File: config.mk
export PLATFORM = sky130hd
export DESIGN_NAME = clk_sel_ctrl_flat
export DESIGN_NICKNAME = d
export VERILOG_FILES = /design/src/rtl/clk_sel_ctrl_pkg.sv /design/src/rtl/clk_sel_ctrl_if.sv /design/src/rtl/clk_sel_ctrl_hb_sync.sv /design/src/rtl/clk_sel_ctrl.sv /design/src/flat_wrapper.sv
export SDC_FILE = /design/constraint.sdc
export NUM_CORES = 1
export LEC_CHECK = 0
export BUFFER_PORTS_ARGS = -buffer_cell sky130_fd_sc_hd__buf_2
export CAP_MARGIN = 5
export CORE_MARGIN = 2
export CORE_UTILIZATION = 49
export DETAILED_ROUTE_END_ITERATION = 12
export GPL_ROUTABILITY_DRIVEN = 0
export PLACE_DENSITY = 0.74
export SYNTH_ARGS = -nofsm -noshare
export SYNTH_HDL_FRONTEND = slang
export SYNTH_SLANG_ARGS = --single-unit
File: constraint.sdc
create_clock -name aclk -period 1.9 [get_ports aclk]
set_input_delay 0.285 -clock aclk [delete_from_list [all_inputs] [get_ports aclk]]
set_output_delay 0.285 -clock aclk [all_outputs]
set_load 0.01 [all_outputs]
File: src/rtl/clk_sel_ctrl_pkg.sv
// clk_sel_pkg: shared types and constants for the clock-select control stage.
// The heartbeat check is compiled in by defining CLK_SEL_HB_CHECK_EN.
package clk_sel_pkg;

  typedef enum logic [2:0] {
    IDLE    = 3'd0,
    CHECK   = 3'd1,
    QUIESCE = 3'd2,
    SWITCH  = 3'd3,
    SETTLE  = 3'd4,
    RELEASE = 3'd5
  } state_t;

  localparam logic [1:0] ERR_NONE = 2'd0;
  localparam logic [1:0] ERR_QTO  = 2'd1;
  localparam logic [1:0] ERR_HBTO = 2'd2;

  // Bits needed for a counter that runs 0 .. max_count-1.
  function automatic int cnt_width(input int max_count);
    return (max_count < 2) ? 1 : $clog2(max_count);
  endfunction

endpackage

File: src/rtl/clk_sel_ctrl_if.sv
// clk_sel_ctrl_if: request/status bundle between a requester and clk_sel_ctrl.
// Optional heartbeat check macro: CLK_SEL_HB_CHECK_EN (no effect on this file).
interface clk_sel_ctrl_if;
  logic       req_valid;
  logic       req_sel;
  logic       req_ready;
  logic       busy;
  logic       done;
  logic       err;
  logic [1:0] err_code;

  modport master (
    output req_valid, req_sel,
    input  req_ready, busy, done, err, err_code
  );

  modport slave (
    input  req_valid, req_sel,
    output req_ready, busy, done, err, err_code
  );
endinterface

File: src/rtl/clk_sel_ctrl_hb_sync.sv
// clk_sel_hb_sync: synchronizes one toggle heartbeat into aclk and flags each toggle.
// Only instantiated when CLK_SEL_HB_CHECK_EN is defined.
module clk_sel_hb_sync #(
  parameter int SYNC_STAGES = 2
) (
  input  logic aclk,
  input  logic aresetn,
  input  logic hb_async,
  output logic hb_edge
);

  logic [SYNC_STAGES-1:0] sync_q;
  logic                   last_q;

  // Synchronizer chain plus one flop holding the previous synchronized value.
  always_ff @(posedge aclk or negedge aresetn) begin
    if (!aresetn) begin
      sync_q <= '0;
      last_q <= 1'b0;
    end else begin
      sync_q <= {sync_q[SYNC_STAGES-2:0], hb_async};
      last_q <= sync_q[SYNC_STAGES-1];
    end
  end

  assign hb_edge = sync_q[SYNC_STAGES-1] ^ last_q;

endmodule

File: src/rtl/clk_sel_ctrl.sv
// clk_sel_ctrl: owns the glitch-free clock mux select; quiesces, flips, settles, releases.
// Define CLK_SEL_HB_CHECK_EN to confirm the target clock is toggling before switching.
//
// state   | meaning
// IDLE    | waiting for a request, req_ready high
// CHECK   | waiting for a heartbeat edge from the target clock (macro only)
// QUIESCE | quiesce_req high, waiting for quiesce_ack or timeout
// SWITCH  | one cycle, selection takes the target on exit
// SETTLE  | SETTLE_CYCLES cycles for the mux to finish switching
// RELEASE | one cycle, drops quiesce_req and reports done
module clk_sel_ctrl
  import clk_sel_pkg::*;
#(
  parameter logic RESET_SEL       = 1'b0,
  parameter int   SETTLE_CYCLES   = 16,
  parameter int   QUIESCE_TIMEOUT = 1024,
  parameter int   HB_WINDOW       = 256,
  parameter int   SYNC_STAGES     = 2
) (
  input  logic                aclk,
  input  logic                aresetn,
  clk_sel_ctrl_if.slave       ctl,
  output logic                selection,
  output logic                quiesce_req,
  input  logic                quiesce_ack,
  input  logic [1:0]          hb_in
);

  localparam int CNT_MAX_A = (SETTLE_CYCLES > QUIESCE_TIMEOUT) ? SETTLE_CYCLES : QUIESCE_TIMEOUT;
  localparam int CNT_MAX   = (CNT_MAX_A > HB_WINDOW) ? CNT_MAX_A : HB_WINDOW;
  localparam int CW        = cnt_width(CNT_MAX);

  localparam logic [CW-1:0] SETTLE_LAST = CW'(SETTLE_CYCLES - 1);
  localparam logic [CW-1:0] QTO_LAST    = CW'(QUIESCE_TIMEOUT - 1);

  state_t        state_q, state_d;
  logic          target_q, target_d;
  logic [CW-1:0] cnt_q, cnt_d;
  logic          sel_d;
  logic          done_q, done_d;
  logic          err_q, err_d;
  logic [1:0]    code_q, code_d;
  logic          ready_q, busy_q;
  logic          tgt_edge;

`ifdef CLK_SEL_HB_CHECK_EN
  localparam logic [CW-1:0] HB_LAST = CW'(HB_WINDOW - 1);
  logic [1:0] hb_edge;

  clk_sel_hb_sync #(.SYNC_STAGES(SYNC_STAGES)) u_hb_sync0 (
    .aclk     (aclk),
    .aresetn  (aresetn),
    .hb_async (hb_in[0]),
    .hb_edge  (hb_edge[0])
  );

  clk_sel_hb_sync #(.SYNC_STAGES(SYNC_STAGES)) u_hb_sync1 (
    .aclk     (aclk),
    .aresetn  (aresetn),
    .hb_async (hb_in[1]),
    .hb_edge  (hb_edge[1])
  );

  assign tgt_edge = hb_edge[target_q];
`else
  // Heartbeats are not monitored in this build.
  logic unused_hb;
  assign unused_hb = ^{hb_in, (SYNC_STAGES > 2)};
  assign tgt_edge  = 1'b0;
`endif

  // Next-state, counter and pulse decode.
  always_comb begin
    state_d  = state_q;
    target_d = target_q;
    sel_d    = selection;
    done_d   = 1'b0;
    err_d    = 1'b0;
    code_d   = code_q;
    case (state_q)
      IDLE: begin
        if (ctl.req_valid && ready_q) begin
          target_d = ctl.req_sel;
          if (ctl.req_sel == selection) begin
            done_d = 1'b1;
          end else begin
`ifdef CLK_SEL_HB_CHECK_EN
            state_d = CHECK;
`else
            state_d = QUIESCE;
`endif
          end
        end
      end
`ifdef CLK_SEL_HB_CHECK_EN
      CHECK: begin
        if (tgt_edge) begin
          state_d = QUIESCE;
        end else if (cnt_q == HB_LAST) begin
          err_d   = 1'b1;
          code_d  = ERR_HBTO;
          state_d = IDLE;
        end
      end
`endif
      QUIESCE: begin
        // Ack is checked first so a same-cycle ack beats the timeout.
        if (quiesce_ack) begin
          state_d = SWITCH;
        end else if (cnt_q == QTO_LAST) begin
          err_d   = 1'b1;
          code_d  = ERR_QTO;
          state_d = IDLE;
        end
      end
      SWITCH: begin
        sel_d   = target_q;
        state_d = SETTLE;
      end
      SETTLE: begin
        if (cnt_q == SETTLE_LAST) state_d = RELEASE;
      end
      RELEASE: begin
        done_d  = 1'b1;
        state_d = IDLE;
      end
      default: state_d = IDLE;
    endcase

    // Every state timer starts from zero on entry and saturates.
    if (state_d != state_q) cnt_d = '0;
    else if (cnt_q != '1)   cnt_d = cnt_q + 1'b1;
    else                    cnt_d = cnt_q;
  end

  // State, timer and registered outputs.
  always_ff @(posedge aclk or negedge aresetn) begin
    if (!aresetn) begin
      state_q     <= IDLE;
      target_q    <= RESET_SEL;
      cnt_q       <= '0;
      selection   <= RESET_SEL;
      quiesce_req <= 1'b0;
      done_q      <= 1'b0;
      err_q       <= 1'b0;
      code_q      <= ERR_NONE;
      ready_q     <= 1'b1;
      busy_q      <= 1'b0;
    end else begin
      state_q     <= state_d;
      target_q    <= target_d;
      cnt_q       <= cnt_d;
      selection   <= sel_d;
      quiesce_req <= (state_d == QUIESCE) || (state_d == SWITCH) ||
                     (state_d == SETTLE)  || (state_d == RELEASE);
      done_q      <= done_d;
      err_q       <= err_d;
      code_q      <= code_d;
      ready_q     <= (state_d == IDLE);
      busy_q      <= (state_d != IDLE);
    end
  end

  assign ctl.req_ready = ready_q;
  assign ctl.busy      = busy_q;
  assign ctl.done      = done_q;
  assign ctl.err       = err_q;
  assign ctl.err_code  = code_q;

endmodule

File: src/flat_wrapper.sv
// flat-port wrapper written by rule: the top's interface ports become plain ports
module clk_sel_ctrl_flat import clk_sel_pkg::*;
#(
  parameter logic RESET_SEL       = 1'b0,
  parameter int   SETTLE_CYCLES   = 16,
  parameter int   QUIESCE_TIMEOUT = 1024,
  parameter int   HB_WINDOW       = 256,
  parameter int   SYNC_STAGES     = 2
)
  (aclk, aresetn, selection, quiesce_req, quiesce_ack, hb_in, ctl_req_valid, ctl_req_sel, ctl_req_ready, ctl_busy, ctl_done, ctl_err, ctl_err_code);
  clk_sel_ctrl_if ctl_i ();
  input  logic aclk;
  input  logic aresetn;
  output logic selection;
  output logic quiesce_req;
  input  logic quiesce_ack;
  input  logic [1:0] hb_in;
  input wire logic [$bits(ctl_i.req_valid)-1:0] ctl_req_valid;
  input wire logic [$bits(ctl_i.req_sel)-1:0] ctl_req_sel;
  output wire logic [$bits(ctl_i.req_ready)-1:0] ctl_req_ready;
  output wire logic [$bits(ctl_i.busy)-1:0] ctl_busy;
  output wire logic [$bits(ctl_i.done)-1:0] ctl_done;
  output wire logic [$bits(ctl_i.err)-1:0] ctl_err;
  output wire logic [$bits(ctl_i.err_code)-1:0] ctl_err_code;
  assign ctl_i.req_valid = ctl_req_valid;
  assign ctl_i.req_sel = ctl_req_sel;
  assign ctl_req_ready = ctl_i.req_ready;
  assign ctl_busy = ctl_i.busy;
  assign ctl_done = ctl_i.done;
  assign ctl_err = ctl_i.err;
  assign ctl_err_code = ctl_i.err_code;
  clk_sel_ctrl #(.RESET_SEL(RESET_SEL), .SETTLE_CYCLES(SETTLE_CYCLES), .QUIESCE_TIMEOUT(QUIESCE_TIMEOUT), .HB_WINDOW(HB_WINDOW), .SYNC_STAGES(SYNC_STAGES)) u_core (.aclk(aclk), .aresetn(aresetn), .ctl(ctl_i), .selection(selection), .quiesce_req(quiesce_req), .quiesce_ack(quiesce_ack), .hb_in(hb_in));
endmodule
==> flow_summary.toml <==
[synthesis]
syn-instance-count = 93
synthesis.nets = 101
synth_area_leaders = "dfrtp_1, buf_6, nor2_1"
synthesis.area_sq_mm = 0.00103
synth.top_cell.area_share = 0.484
yosysTopAreaCell = "dfrtp_1"
ys_seq_area_frac = 0.509
ys_ff_latch = 21
syn_avg_cell_area_sq_um = 11.1
synth_ff_type = "dfrtp_1"
synth_edf_count = 0
async_flop_share = 1.00
yosysWarnings = 0
yosysUniqueCellTypes = 39

[drt]
drtIter0Drc = 10
num_vias = 824
ant_nets = 0
drt_pass1_iterations = 4
viasPerCell = 5.49
drcViolationCount = 0
drt-total-wl_microns = 2120
wl_per_cell_microns = 14.1

[worst_setup_path]
cp.arrival_ns = 2.06
regToRegEndpoint = "u_core.cnt_q[8]"
r2r_slack_ns = 0.06
crit_path_end_kind = "flop"
critPathCapture = "u_core.cnt_q[8]"
path_max_fanout = 5
required_ns = 2.12
reg2reg_depth = 6
rr_startpoint = "u_core.cnt_q[1]"
setup.worst_path.start_class = "flop"
crit_type = "reg2reg"
worstSetupStartpoint = "u_core.cnt_q[1]"

[clock_tree]
cts_buffers = 3
clk_latency_ns = 0.31
clock-sinks = 21
cts_buffer_depth = 2
cts.htree.levels = 1
cts_tree = "done"
clkTransAtPathRegs_ns = 0.12
root_buffer = "clkbuf_4"

[hold_path]
worstHoldPathCells = 2
hold_class = "in2reg"

[power_and_ir_drop]
p_per_area_mw_per_mm2 = 1230
ir_drop_v = 0.000853
power.leakage_uw = 0.000613
p_total_uw = 1560

[grt]
grt-ovfl-total = 0
grt_max_degree = 22
antenna_found_initial = 0
track_usage = 0.191
grt_pass1_vias = 844
grt_pass1_wl_microns = 3610

[timing]
setup_viol = 0
fin_crit_ns = 1.84
hold_violations = 0
fin_crit_sh = 0.966
skew_ns = 0.00717
slew_viol_final = 0
fmax_mhz = 545

[floorplanning]
dieHeight_microns = 50.0
initial_core_util = 0.522
rows = 16
die_x_microns = 50.0
core_sq_mm = 0.00198
ios = 15
die_area_sq_mm = 0.00250

[layout]
nFillCells = 155
drive_above_1_share = 0.374
final_core_utilization = 0.642
fin_nets = 132
area_delta_synth_final_pct = 23.0
n_antenna_cell = 0

[job]
cap_viol_max_count = 0

[placement]
io_buffers = 11
dp_hpwl_microns = 1590

[outcome]
status = "complete, no violations"
-- power by group --
group	internal (uW)	total [uW]	switching, uW
logic	343	696	353
clock network	78.6	217	139
registers	581	649	67.7
-- kinds of logic after synthesis --
kind of cell               Yosys count  share of synthesized area
DFF                                 21                      0.509
xor gates and xnor gates             4                     0.0339
other                                1                    0.00362
adders and majority gates            1                     0.0121
AOI/OAI and AO/OA                   18                      0.155
buffers and inverters                7                     0.0508
muxes                                3                     0.0314
and+or+nand+nor                     38                      0.204
-- worst min path at each step --
stage	to	start
CTS	u_core.ctl.err	quiesce_ack
finish	u_core.ctl.err	quiesce_ack
detailed placement	u_core.cnt_q[9]	aresetn
global placement	u_core.cnt_q[4]	aresetn
floorplan	u_core.cnt_q[0]	aresetn
global route	u_core.ctl.err	quiesce_ack
-- flip-flops by register name (all words and copies together) (netlist names) --
| register | cells |
|---|---|
| u_core.cnt_q | 10 |
| u_core.state_q | 3 |
| u_core.ctl.busy | 1 |
| u_core.ctl.done | 1 |
| u_core.ctl.err | 1 |
| u_core.ctl.err_code | 1 |
| u_core.ctl.req_ready | 1 |
| u_core.quiesce_req | 1 |
| u_core.selection | 1 |
| u_core.target_q | 1 |
-- synth_stat cells (all sizes together) (2+ instances only) --
master,count
dfrtp,20
nor2,8
nand2,6
a31oi,4
buf,4
nand3,4
nor3,4
and4,3
inv,3
or3,3
a211oi,2
mux2,2
nand4,2
o21ai,2
or2,2
xnor2,2
xor2,2
-- per-stage QoR --
stage / TNS, ns / instance area, sq um / setup slack [ns] / hold slack (ns) / cells
global placement: 0 / 1200 / 0.0875 / 0.253 / 143
finish: 0 / 1270 / 0.0648 / 0.215 / 150
detailed placement: 0 / 1200 / 0.0458 / 0.269 / 143
global route: -0.00218 / 1270 / -0.00214 / 0.202 / 150
CTS: 0 / 1240 / 0.0216 / 0.209 / 148
floorplan: 0 / 1040 / 0.0139 / -0.0106 / 93
-- layout by cell type (no fill, tap or decap), types with 4 or more instances in the layout --
cell      n
buf_2    11
dfrtp_1  20
nand3_1   4
buf_4    18
nand2_1   6
a31oi_1   4
nor2_1    8
nor3_1    4
-- critical path, stage by stage (launching register included) --
cell,delay [ns]
dfrtp_1,0.41
ha_2,0.20
and4_4,0.15
a41o_1,0.23
a2111o_1,0.38
buf_4,0.17
a311oi_2,0.22
-- layer usage --
layer | routed length (microns) | global-route usage | up-vias
li1 | - | - | 404
met4 | 29 | 0.0787 | 0
met3 | 60 | 0.0394 | 5
met5 | 0 | 0 | -
met2 | 1090 | 0.320 | 13
met1 | 946 | 0.239 | 402
-- final cells by class --
| type | count | area (sq um) | share of cell area |
|---|---|---|---|
| well taps | 27 | 33.8 | 0.0265 |
| multi-input cells | 65 | 473 | 0.372 |
| inverters | 3 | 11.3 | 0.00885 |
| clock buffers | 3 | 22.5 | 0.0177 |
| clock inverters | 1 | 5.00 | 0.00393 |
| flip-flops and latches | 21 | 527 | 0.414 |
| repair buffers | 30 | 200 | 0.157 |
-- repair_timing --
item                                    CTS  global route
resized for setup                         0             2
hold buffers                              1             0
endpoints found under the hold margin    20             0
endpoints found under the setup margin    0            10
setup buffers                             0             2
(Power assumes the default switching activity.)
